<file path="src/rtl/lsu_pkg.sv">
// Shared LSU types and encode helpers for the uncached path and the buffers.
//   lsu_size_t    : access size as carried by the load/store buffers
//   lsu_axi_size  : size -> AXI-style 3-bit size (illegal encoding -> word)
//   lsu_strobe    : size + low address bits -> 4-bit byte strobe
package lsu_pkg;

  typedef enum logic [1:0] {
    s_byte = 2'b00,
    s_half = 2'b01,
    s_word = 2'b10
  } lsu_size_t;

  localparam logic [2:0] AXI_SIZE_BYTE = 3'b000;
  localparam logic [2:0] AXI_SIZE_HALF = 3'b001;
  localparam logic [2:0] AXI_SIZE_WORD = 3'b010;

  function automatic logic [2:0] lsu_axi_size(input lsu_size_t size);
    case (size)
      s_byte:  return AXI_SIZE_BYTE;
      s_half:  return AXI_SIZE_HALF;
      s_word:  return AXI_SIZE_WORD;
      default: return AXI_SIZE_WORD;
    endcase
  endfunction

  function automatic logic [3:0] lsu_strobe(input lsu_size_t size, input logic [1:0] addr_lo);
    case (size)
      s_byte:  return 4'b0001 << addr_lo;
      s_half:  return addr_lo[1] ? 4'hc : 4'h3;
      default: return 4'hf;
    endcase
  endfunction

endpackage

</file>
<file path="src/rtl/uncache_req_reg.sv">
// Request latch for the uncached channel. On load, captures the selected
// requester's address/data/size and the direction, and registers the
// encoded AXI size and byte strobe so the memory port is driven straight
// from flops.
//   clk, resetn        : clock, async active-low reset
//   load, sel_wr       : capture strobe; 1 selects the write requester
//   rd_addr, rd_size   : read request fields
//   wr_addr, wr_data, wr_size : write request fields
//   mem_wen, mem_addr, mem_data, mem_size, mem_strobe : latched request
module uncache_req_reg
  import lsu_pkg::*;
#(
  parameter int unsigned ADDR_W = 32
) (
  input  logic              clk,
  input  logic              resetn,
  input  logic              load,
  input  logic              sel_wr,
  input  logic [ADDR_W-1:0] rd_addr,
  input  logic [1:0]        rd_size,
  input  logic [ADDR_W-1:0] wr_addr,
  input  logic [31:0]       wr_data,
  input  logic [1:0]        wr_size,
  output logic              mem_wen,
  output logic [ADDR_W-1:0] mem_addr,
  output logic [31:0]       mem_data,
  output logic [2:0]        mem_size,
  output logic [3:0]        mem_strobe
);

  logic [ADDR_W-1:0] sel_addr;
  lsu_size_t         sel_size;

  always_comb begin
    sel_addr = sel_wr ? wr_addr : rd_addr;
    sel_size = lsu_size_t'(sel_wr ? wr_size : rd_size);
  end

  // Size and strobe are encoded before the latch so that the reset value of
  // every memory-port output is 0 rather than the byte-size encode of 0.
  always_ff @(posedge clk or negedge resetn) begin
    if (!resetn) begin
      mem_wen    <= 1'b0;
      mem_addr   <= '0;
      mem_data   <= '0;
      mem_size   <= '0;
      mem_strobe <= '0;
    end else if (load) begin
      mem_wen    <= sel_wr;
      mem_addr   <= sel_addr;
      mem_data   <= sel_wr ? wr_data : '0;
      mem_size   <= lsu_axi_size(sel_size);
      mem_strobe <= lsu_strobe(sel_size, sel_addr[1:0]);
    end
  end

endmodule

</file>
<file path="src/rtl/uncache_arbiter.sv">
// Uncached memory channel arbiter: shares one memory port between the load
// read buffer (rd_*) and the store write buffer (wr_*, posted). One
// transaction at a time; grant priority is same-word hazard -> write, then
// read, with a write forced through after STARVE_LIMIT consecutive reads.
//   rd_valid/rd_ready/rd_addr/rd_size      : read request
//   rd_rvalid/rd_rdata/rd_rready           : registered read data return
//   wr_valid/wr_ready/wr_addr/wr_data/wr_size : write request
//   mem_valid/mem_ready/mem_wen/mem_addr/mem_data/mem_size/mem_strobe : request
//   mem_rvalid/mem_rdata/mem_rready        : memory read response
//   busy                                   : a transaction is in flight
module uncache_arbiter
  import lsu_pkg::*;
#(
  parameter int unsigned STARVE_LIMIT = 4,
  parameter int unsigned ADDR_W       = 32
) (
  input  logic              clk,
  input  logic              resetn,
  input  logic              rd_valid,
  output logic              rd_ready,
  input  logic [ADDR_W-1:0] rd_addr,
  input  logic [1:0]        rd_size,
  output logic              rd_rvalid,
  output logic [31:0]       rd_rdata,
  input  logic              rd_rready,
  input  logic              wr_valid,
  output logic              wr_ready,
  input  logic [ADDR_W-1:0] wr_addr,
  input  logic [31:0]       wr_data,
  input  logic [1:0]        wr_size,
  output logic              mem_valid,
  input  logic              mem_ready,
  output logic              mem_wen,
  output logic [ADDR_W-1:0] mem_addr,
  output logic [31:0]       mem_data,
  output logic [2:0]        mem_size,
  output logic [3:0]        mem_strobe,
  input  logic              mem_rvalid,
  input  logic [31:0]       mem_rdata,
  output logic              mem_rready,
  output logic              busy
);

  typedef enum logic [1:0] {
    IDLE    = 2'd0,
    REQ     = 2'd1,
    RD_WAIT = 2'd2,
    RD_HOLD = 2'd3
  } state_t;

  localparam int unsigned CNT_W = $clog2(STARVE_LIMIT + 2);

  state_t           state;
  state_t           state_nxt;
  logic [CNT_W-1:0] starve_cnt;
  logic             hazard;
  logic             starved;
  logic             grant_wr;
  logic             grant_rd;
  logic             load;

  // A read to the same word as a pending write must observe the write, so
  // the write goes first.
  assign hazard   = rd_valid & wr_valid & (rd_addr[ADDR_W-1:2] == wr_addr[ADDR_W-1:2]);
  assign starved  = (starve_cnt == CNT_W'(STARVE_LIMIT));
  assign grant_wr = wr_valid & (~rd_valid | hazard | starved);
  assign grant_rd = rd_valid & ~grant_wr;
  assign busy     = (state != IDLE);

  always_ff @(posedge clk or negedge resetn) begin
    if (!resetn) state <= IDLE;
    else         state <= state_nxt;
  end

  always_comb begin
    state_nxt  = state;
    rd_ready   = 1'b0;
    wr_ready   = 1'b0;
    mem_valid  = 1'b0;
    mem_rready = 1'b0;
    load       = 1'b0;
    case (state)
      IDLE: begin
        wr_ready = grant_wr;
        rd_ready = grant_rd;
        if (grant_wr | grant_rd) begin
          load      = 1'b1;
          state_nxt = REQ;
        end
      end
      REQ: begin
        mem_valid = 1'b1;
        if (mem_ready) state_nxt = mem_wen ? IDLE : RD_WAIT;
      end
      RD_WAIT: begin
        mem_rready = 1'b1;
        if (mem_rvalid) state_nxt = RD_HOLD;
      end
      RD_HOLD: begin
        if (rd_rready) state_nxt = IDLE;
      end
      default: state_nxt = IDLE;
    endcase
  end

  uncache_req_reg #(
    .ADDR_W(ADDR_W)
  ) u_req_reg (
    .clk       (clk),
    .resetn    (resetn),
    .load      (load),
    .sel_wr    (grant_wr),
    .rd_addr   (rd_addr),
    .rd_size   (rd_size),
    .wr_addr   (wr_addr),
    .wr_data   (wr_data),
    .wr_size   (wr_size),
    .mem_wen   (mem_wen),
    .mem_addr  (mem_addr),
    .mem_data  (mem_data),
    .mem_size  (mem_size),
    .mem_strobe(mem_strobe)
  );

  always_ff @(posedge clk or negedge resetn) begin
    if (!resetn) begin
      rd_rvalid <= 1'b0;
      rd_rdata  <= '0;
    end else if (state == RD_WAIT && mem_rvalid) begin
      rd_rvalid <= 1'b1;
      rd_rdata  <= mem_rdata;
    end else if (state == RD_HOLD && rd_rready) begin
      rd_rvalid <= 1'b0;
    end
  end

  // Counts reads granted over a waiting write; any IDLE cycle without a
  // write pending means nobody is starving.
  always_ff @(posedge clk or negedge resetn) begin
    if (!resetn) begin
      starve_cnt <= '0;
    end else if (state == IDLE) begin
      if (grant_wr || !wr_valid)      starve_cnt <= '0;
      else if (grant_rd && !starved)  starve_cnt <= starve_cnt + 1'b1;
    end
  end

endmodule

</file>
<file path="config.mk">
export PLATFORM = sky130hd
export DESIGN_NAME = uncache_arbiter
export DESIGN_NICKNAME = d
export VERILOG_FILES = /design/src/rtl/lsu_pkg.sv /design/src/rtl/uncache_req_reg.sv /design/src/rtl/uncache_arbiter.sv
export SDC_FILE = /design/constraint.sdc
export NUM_CORES = 1
export LEC_CHECK = 0
export ABC_AREA = 1
export CORE_ASPECT_RATIO = 1.25
export CORE_MARGIN = 3
export CORE_UTILIZATION = 45
export DETAILED_ROUTE_END_ITERATION = 16
export MAX_ROUTING_LAYER = met4
export PLACE_DENSITY = 0.84
export SLEW_MARGIN = 20
export SYNTH_ARGS = -nofsm -noshare
export SYNTH_HDL_FRONTEND = slang
export SYNTH_SLANG_ARGS = --single-unit
export TNS_END_PERCENT = 50
</file>
<file path="constraint.sdc">
create_clock -name clk -period 4.25 [get_ports clk]
set_input_delay 1.0625 -clock clk [delete_from_list [all_inputs] [get_ports clk]]
set_output_delay 1.0625 -clock clk [all_outputs]
set_load 0.05 [all_outputs]
</file>
Word level (Yosys, flattened, before mapping)
Cells that the tools add are included.

Register bits after elaboration: 110. Input bits: 139. Output and inout bits: 110. Word-level logic and storage cells: 65.

$add $sub $neg: 1. Equal/unequal tests: 10. Shift-type cells: 1. Muxes and demuxes: 22. Bitwise gates (word level): 9. Reductions and logical operators: 13.

Operators by type and width (count): $mux W32 (2); $eq A30 B30 Y1 (1); $mux W2 (6); $mux W1 (8); $ne A2 B2 Y1 const B (4); $pmux W2 S4 (1); $pmux W4 S2 (1); $mux W3 (2); $reduce_bool A2 Y1 (3); $and A1 B1 Y1 (4); $eq A2 B1 Y1 const B (2); $eq A2 B2 Y1 const B (2); $logic_not A2 Y1 (2); $mux W4 (1); $pmux W2 S2 (1); $reduce_and A4 Y1 (1); $shl A1 B2 Y4 const A (1); $add A3 B1 Y3 const B (1); $eq A3 B3 Y1 const B (1); $logic_and A1 B1 Y1 (3); $or A1 B1 Y1 (3); $logic_not A1 Y1 (2); $not A1 Y1 (2); $reduce_and A2 Y1 (1); $logic_or A1 B1 Y1 (1).

Logic depth before layout (Yosys ltp)
Depth after elaboration: 10. Gate-level depth with buffers: 17. Mapped depth without buffers: 16.

Modules after synthesis
From an unflattened synthesis, not the netlist that was laid out.

Cell total of the unflattened synthesis: 642. Area, all modules: 5400.2 sq um.

Modules (own cells, without submodules): uncache_req_reg (times used 1, cells each 373, area an instance 3096.7 sq um, seq. area each 1776.7 sq um); uncache_arbiter (times used 1, cells each 269, area an instance 2303.5 sq um, seq. area each 950.9 sq um).

Worst setup path before layout
OpenSTA, ideal clock, no wires.

Kind: input to output. Start point: input port wr_valid. End point: output port rd_ready. Arrival time: 2957 ps. Required time: 3188 ps. Path slack: 230 ps. Cell stages on the path: 13. Buffers on the path: 2. Path through: buf_4 > inv_2 > a21oi_2 > nand2_1 > nor2_1 > nand2_1 > nor2_1 > nand2_1 > nand2_4 > nand2_4 > inv_1 > buf_2 > nor3_1.

Longest elaborated chain between the ends: 8.

Ends and longest elaborated chain: start: declaration (RTL line uncache_arbiter.sv:26) `input logic wr_valid,`; $and A1 B1 Y1 (2 in a row) (RTL line uncache_arbiter.sv:64) `assign hazard = rd_valid & wr_valid & (rd_addr[ADDR_W-1:2] == wr_addr[ADDR_W-1:2]);`; $or A1 B1 Y1 (2 in a row) (RTL line uncache_arbiter.sv:66) `assign grant_wr = wr_valid & (~rd_valid | hazard | starved);`; $and A1 B1 Y1 * (RTL line uncache_arbiter.sv:66); $not A1 Y1 * (RTL line uncache_arbiter.sv:67) `assign grant_rd = rd_valid & ~grant_wr;`; $and A1 B1 Y1 * (RTL line uncache_arbiter.sv:67); $mux W1 * (RTL line uncache_arbiter.sv:82) `case (state)`; end: declaration (RTL line uncache_arbiter.sv:20) `output logic rd_ready,`.

Mark *: on every way between the ends. The rest lies on a longest branch, timed or not.

Worst setup path in the final report
Start point: input port wr_addr[25]. End point: output port wr_ready.

Longest elaborated chain between the ends: 6.

Ends and longest elaborated chain: start: declaration (RTL line uncache_arbiter.sv:28) `input logic [ADDR_W-1:0] wr_addr,`; $eq A30 B30 Y1 (RTL line uncache_arbiter.sv:64); $and A1 B1 Y1 (RTL line uncache_arbiter.sv:64); $or A1 B1 Y1 (2 in a row) (RTL line uncache_arbiter.sv:66); $and A1 B1 Y1 (RTL line uncache_arbiter.sv:66); $mux W1 (RTL line uncache_arbiter.sv:82); end: declaration (RTL line uncache_arbiter.sv:27) `output logic wr_ready,`.

Every way passes these cells.

==> impl_metrics.yaml <==
status:
  status: "completed"
finish:
  fin_cells: 1027
  multi_input_area_um2: 2060
  final_common_cell: "nand2_1"
  fin_nets: 1028
  final_cell_mix: "nand2_1 (267), clkdlybuf4s50_1 (244), dfrtp_1 (109)"
  diodes: 0
  drive_gt1_share_pct: 7.51
  syn_to_final_growth_pct: 55.2
  fin_util_pct: 72.2
  final-seq-area_um2: 2730
  fillers: 829
  fin_area_um2: 8120
sta:
  min_period_over_period_pct: 93.6
  max_freq_ghz: 0.251
  clock_skew_ns: 0.00883
  tightest_slew_ns: 0.948
  hold_viol: 0
  timing.final.ws_setup_ns: 0.272
  layout_min_cycle_time_ns: 3.98
  relSlewSlack_pct: 36.8
  tns_ns: 0
  grt_setup_unrepaired: "false"
  slew_viol_final: 0
  setup_viol: 0
clock_tree:
  root_buffer: "clkbuf_16"
  cts_setup_buffers: 0
  clk_pin_slew_ns: 0.07
  cts_max_level: 3
  cts.sinks: 109
  cts_inserted_buffers: 9
  insertion_delay_ns: 0.34
  cts_tree: "yes"
  clockBufferDepth: 2
critical_path:
  cp_top_family: "simple AND/OR/NAND/NOR gates"
  cp_data_required_time_ns: 3.19
  start_kind: "input port"
  cp-end-kind: "primary output"
  critPathMaxFanout: 8
  critical_path_buf_inv_count: 4
  worstSetupPathType: "in2out"
  cp_cell_sequence: "clkdlybuf4s50_1 -> nand2_1 -> nand2_1 -> nand2_1 -> nor2_1 -> nand3_1 -> nor2_1 -> nand2_1 -> nand2_4 -> nand2_4 -> inv_1 -> nand2_1 -> inv_2 -> buf_12"
  crit_top_cell: "nand2_1"
  cpMaxStageDelayCell: "clkdlybuf4s50_1"
  slowest_delay_ns: 0.50
  cp_data_arrival_time_ns: 2.92
drt:
  drc: 0
  routedWlPerCell_um: 15.7
  drtPass1Iterations: 6
  routed_wl_mm: 16.2
  vias: 5057
  ant_nets: 0
  drt_iter0_markers: 245
  routed_via_density: 4.92
placement:
  place_area_um2: 7810
  dp_cells: 1011
  place_congestion: 0.854
  pre_cts_slack_ns: 0.234
  portBuffers: 247
  dp_hpwl_mm: 12.4
yosys:
  ys_ff_latch: 109
  synth_warnings: 0
  ys_types: 31
  synth_cells: 646
  ys_seq_area_share_pct: 52.1
  synth_area_per_cell_um2: 8.10
  syn-cell-area_um2: 5240
  syn_nets: 787
die:
  num_rows: 43
  dieWidth_um: 102
  die_area_um2: 13000
  core-area_um2: 11200
  initial_core_util_pct: 46.6
  io_pins: 249
  die_h_um: 127
pwr:
  ir_drop_v: 0.000395
  p_leak_uw: 0.00406
  p_per_area_nw_per_um2: 805
grt:
  grt_max_degree: 95
  globalRouteTotalUtil_pct: 25.4
  grt_pass1_wl_mm: 25.1
  antenna_found_initial: 0
  grt_pass1_vias: 5095
  overflow: 0
job:
  drv_cap: 0
hold_path:
  hold_class: "reg2reg"
-- path summary, 6_finish.rpt --
path                       slack, ns                   start                       to  cells past startpoint
setup / recovery                0.27             wr_addr[25]                 wr_ready                     14
hold / removal                  0.48  u_req_reg.mem_data[17]   u_req_reg.mem_data[17]                      2
setup reg to reg                2.14           starve_cnt[0]  u_req_reg.mem_strobe[1]                     11
hold reg to reg                 0.48  u_req_reg.mem_data[17]   u_req_reg.mem_data[17]                      2
max in group asynchronous       2.74                  resetn   u_req_reg.mem_addr[20]                      2
min in group asynchronous       0.78                  resetn             rd_rdata[14]                      1
-- per-layer routing --
metal  share of wire [%]  global-route usage, %  vias to the layer above
met5                   0                      -                        -
met4                 2.8                   9.34                        0
met3                 5.8                   4.24                       34
met2                  53                   43.4                      185
met1                  39                   29.8                     2374
li1                    -                      -                     2464
-- synthesized netlist by cell type, drive strengths merged --
master | count | area (um^2)
nand2 | 270 | 1030
dfrtp | 109 | 2730
inv | 82 | 308
o21ai | 49 | 245
mux2 | 32 | 360
nor2 | 27 | 101
a21oi | 23 | 119
buf | 13 | 97.6
clkbuf | 13 | 50.0
nand3 | 10 | 55.1
xnor2 | 4 | 35.0
ha | 2 | 25.0
nor3 | 2 | 10.0
xor2 | 2 | 17.5
conb | 1 | 3.75
nand3b | 1 | 7.51
nand4 | 1 | 6.26
o2111ai | 1 | 8.76
o211ai | 1 | 7.51
o21a | 1 | 7.51
o21bai | 1 | 7.51
o22ai | 1 | 6.26
-- tightest hold or removal path, stage by stage, from the launching register on --
cell	delay, ns
dfrtp_1	0.34
nand2_1	0.05
nand2_1	0.06
-- cell type report --
type / count / share of cell area [%]
Clock buffer: 11 / 2.99
Tap cell: 135 / 2.08
Clock inverter: 5 / 0.801
Inverter: 82 / 3.79
Sequential cell: 109 / 33.6
Timing Repair Buffer: 256 / 31.4
Multi-Input combinational cell: 429 / 25.4
-- stage by stage --
stage                     hold WS [ns]  total power, uW
after floorplan                  0.533             4260
after global placement           0.462             5600
after detailed placement         0.464             5710
after CTS                        0.482             6590
after global routing             0.492             6850
final                            0.480             6540
-- registers in the layout, summed over array words and instances (netlist names), named ones only --
register              flops
rd_rdata                 32
u_req_reg.mem_addr       32
u_req_reg.mem_data       32
u_req_reg.mem_strobe      4
starve_cnt                3
u_req_reg.mem_size        2
rd_rvalid                 1
state                     1
u_req_reg.mem_wen         1
-- cell families (layout without fill, tap and decap cells) --
kind of cell / after synthesis / count (layout) / share of synthesized area [%]
buffers and inverters: 108 / 354 / 8.70
DFF: 109 / 109 / 52.1
other: 1 / 1 / 0.0716
muxes: 32 / 32 / 6.88
AOI/OAI and AO/OA: 77 / 77 / 7.67
xor gates and xnor gates: 6 / 6 / 1.00
and+or+nand+nor: 311 / 311 / 23.1
adders and majority gates: 2 / 2 / 0.478
-- what timing repair did --
action,CTS,global route
hold buffers,0,0
endpoints found under the setup margin,0,1
resized for setup,0,1
-- report_power, final --
group | switching [uW] | internal, uW
registers | 269 | 1530
clock network | 389 | 481
logic | 2590 | 1290
total | 3250 | 3290
(Power assumes the default switching activity.)
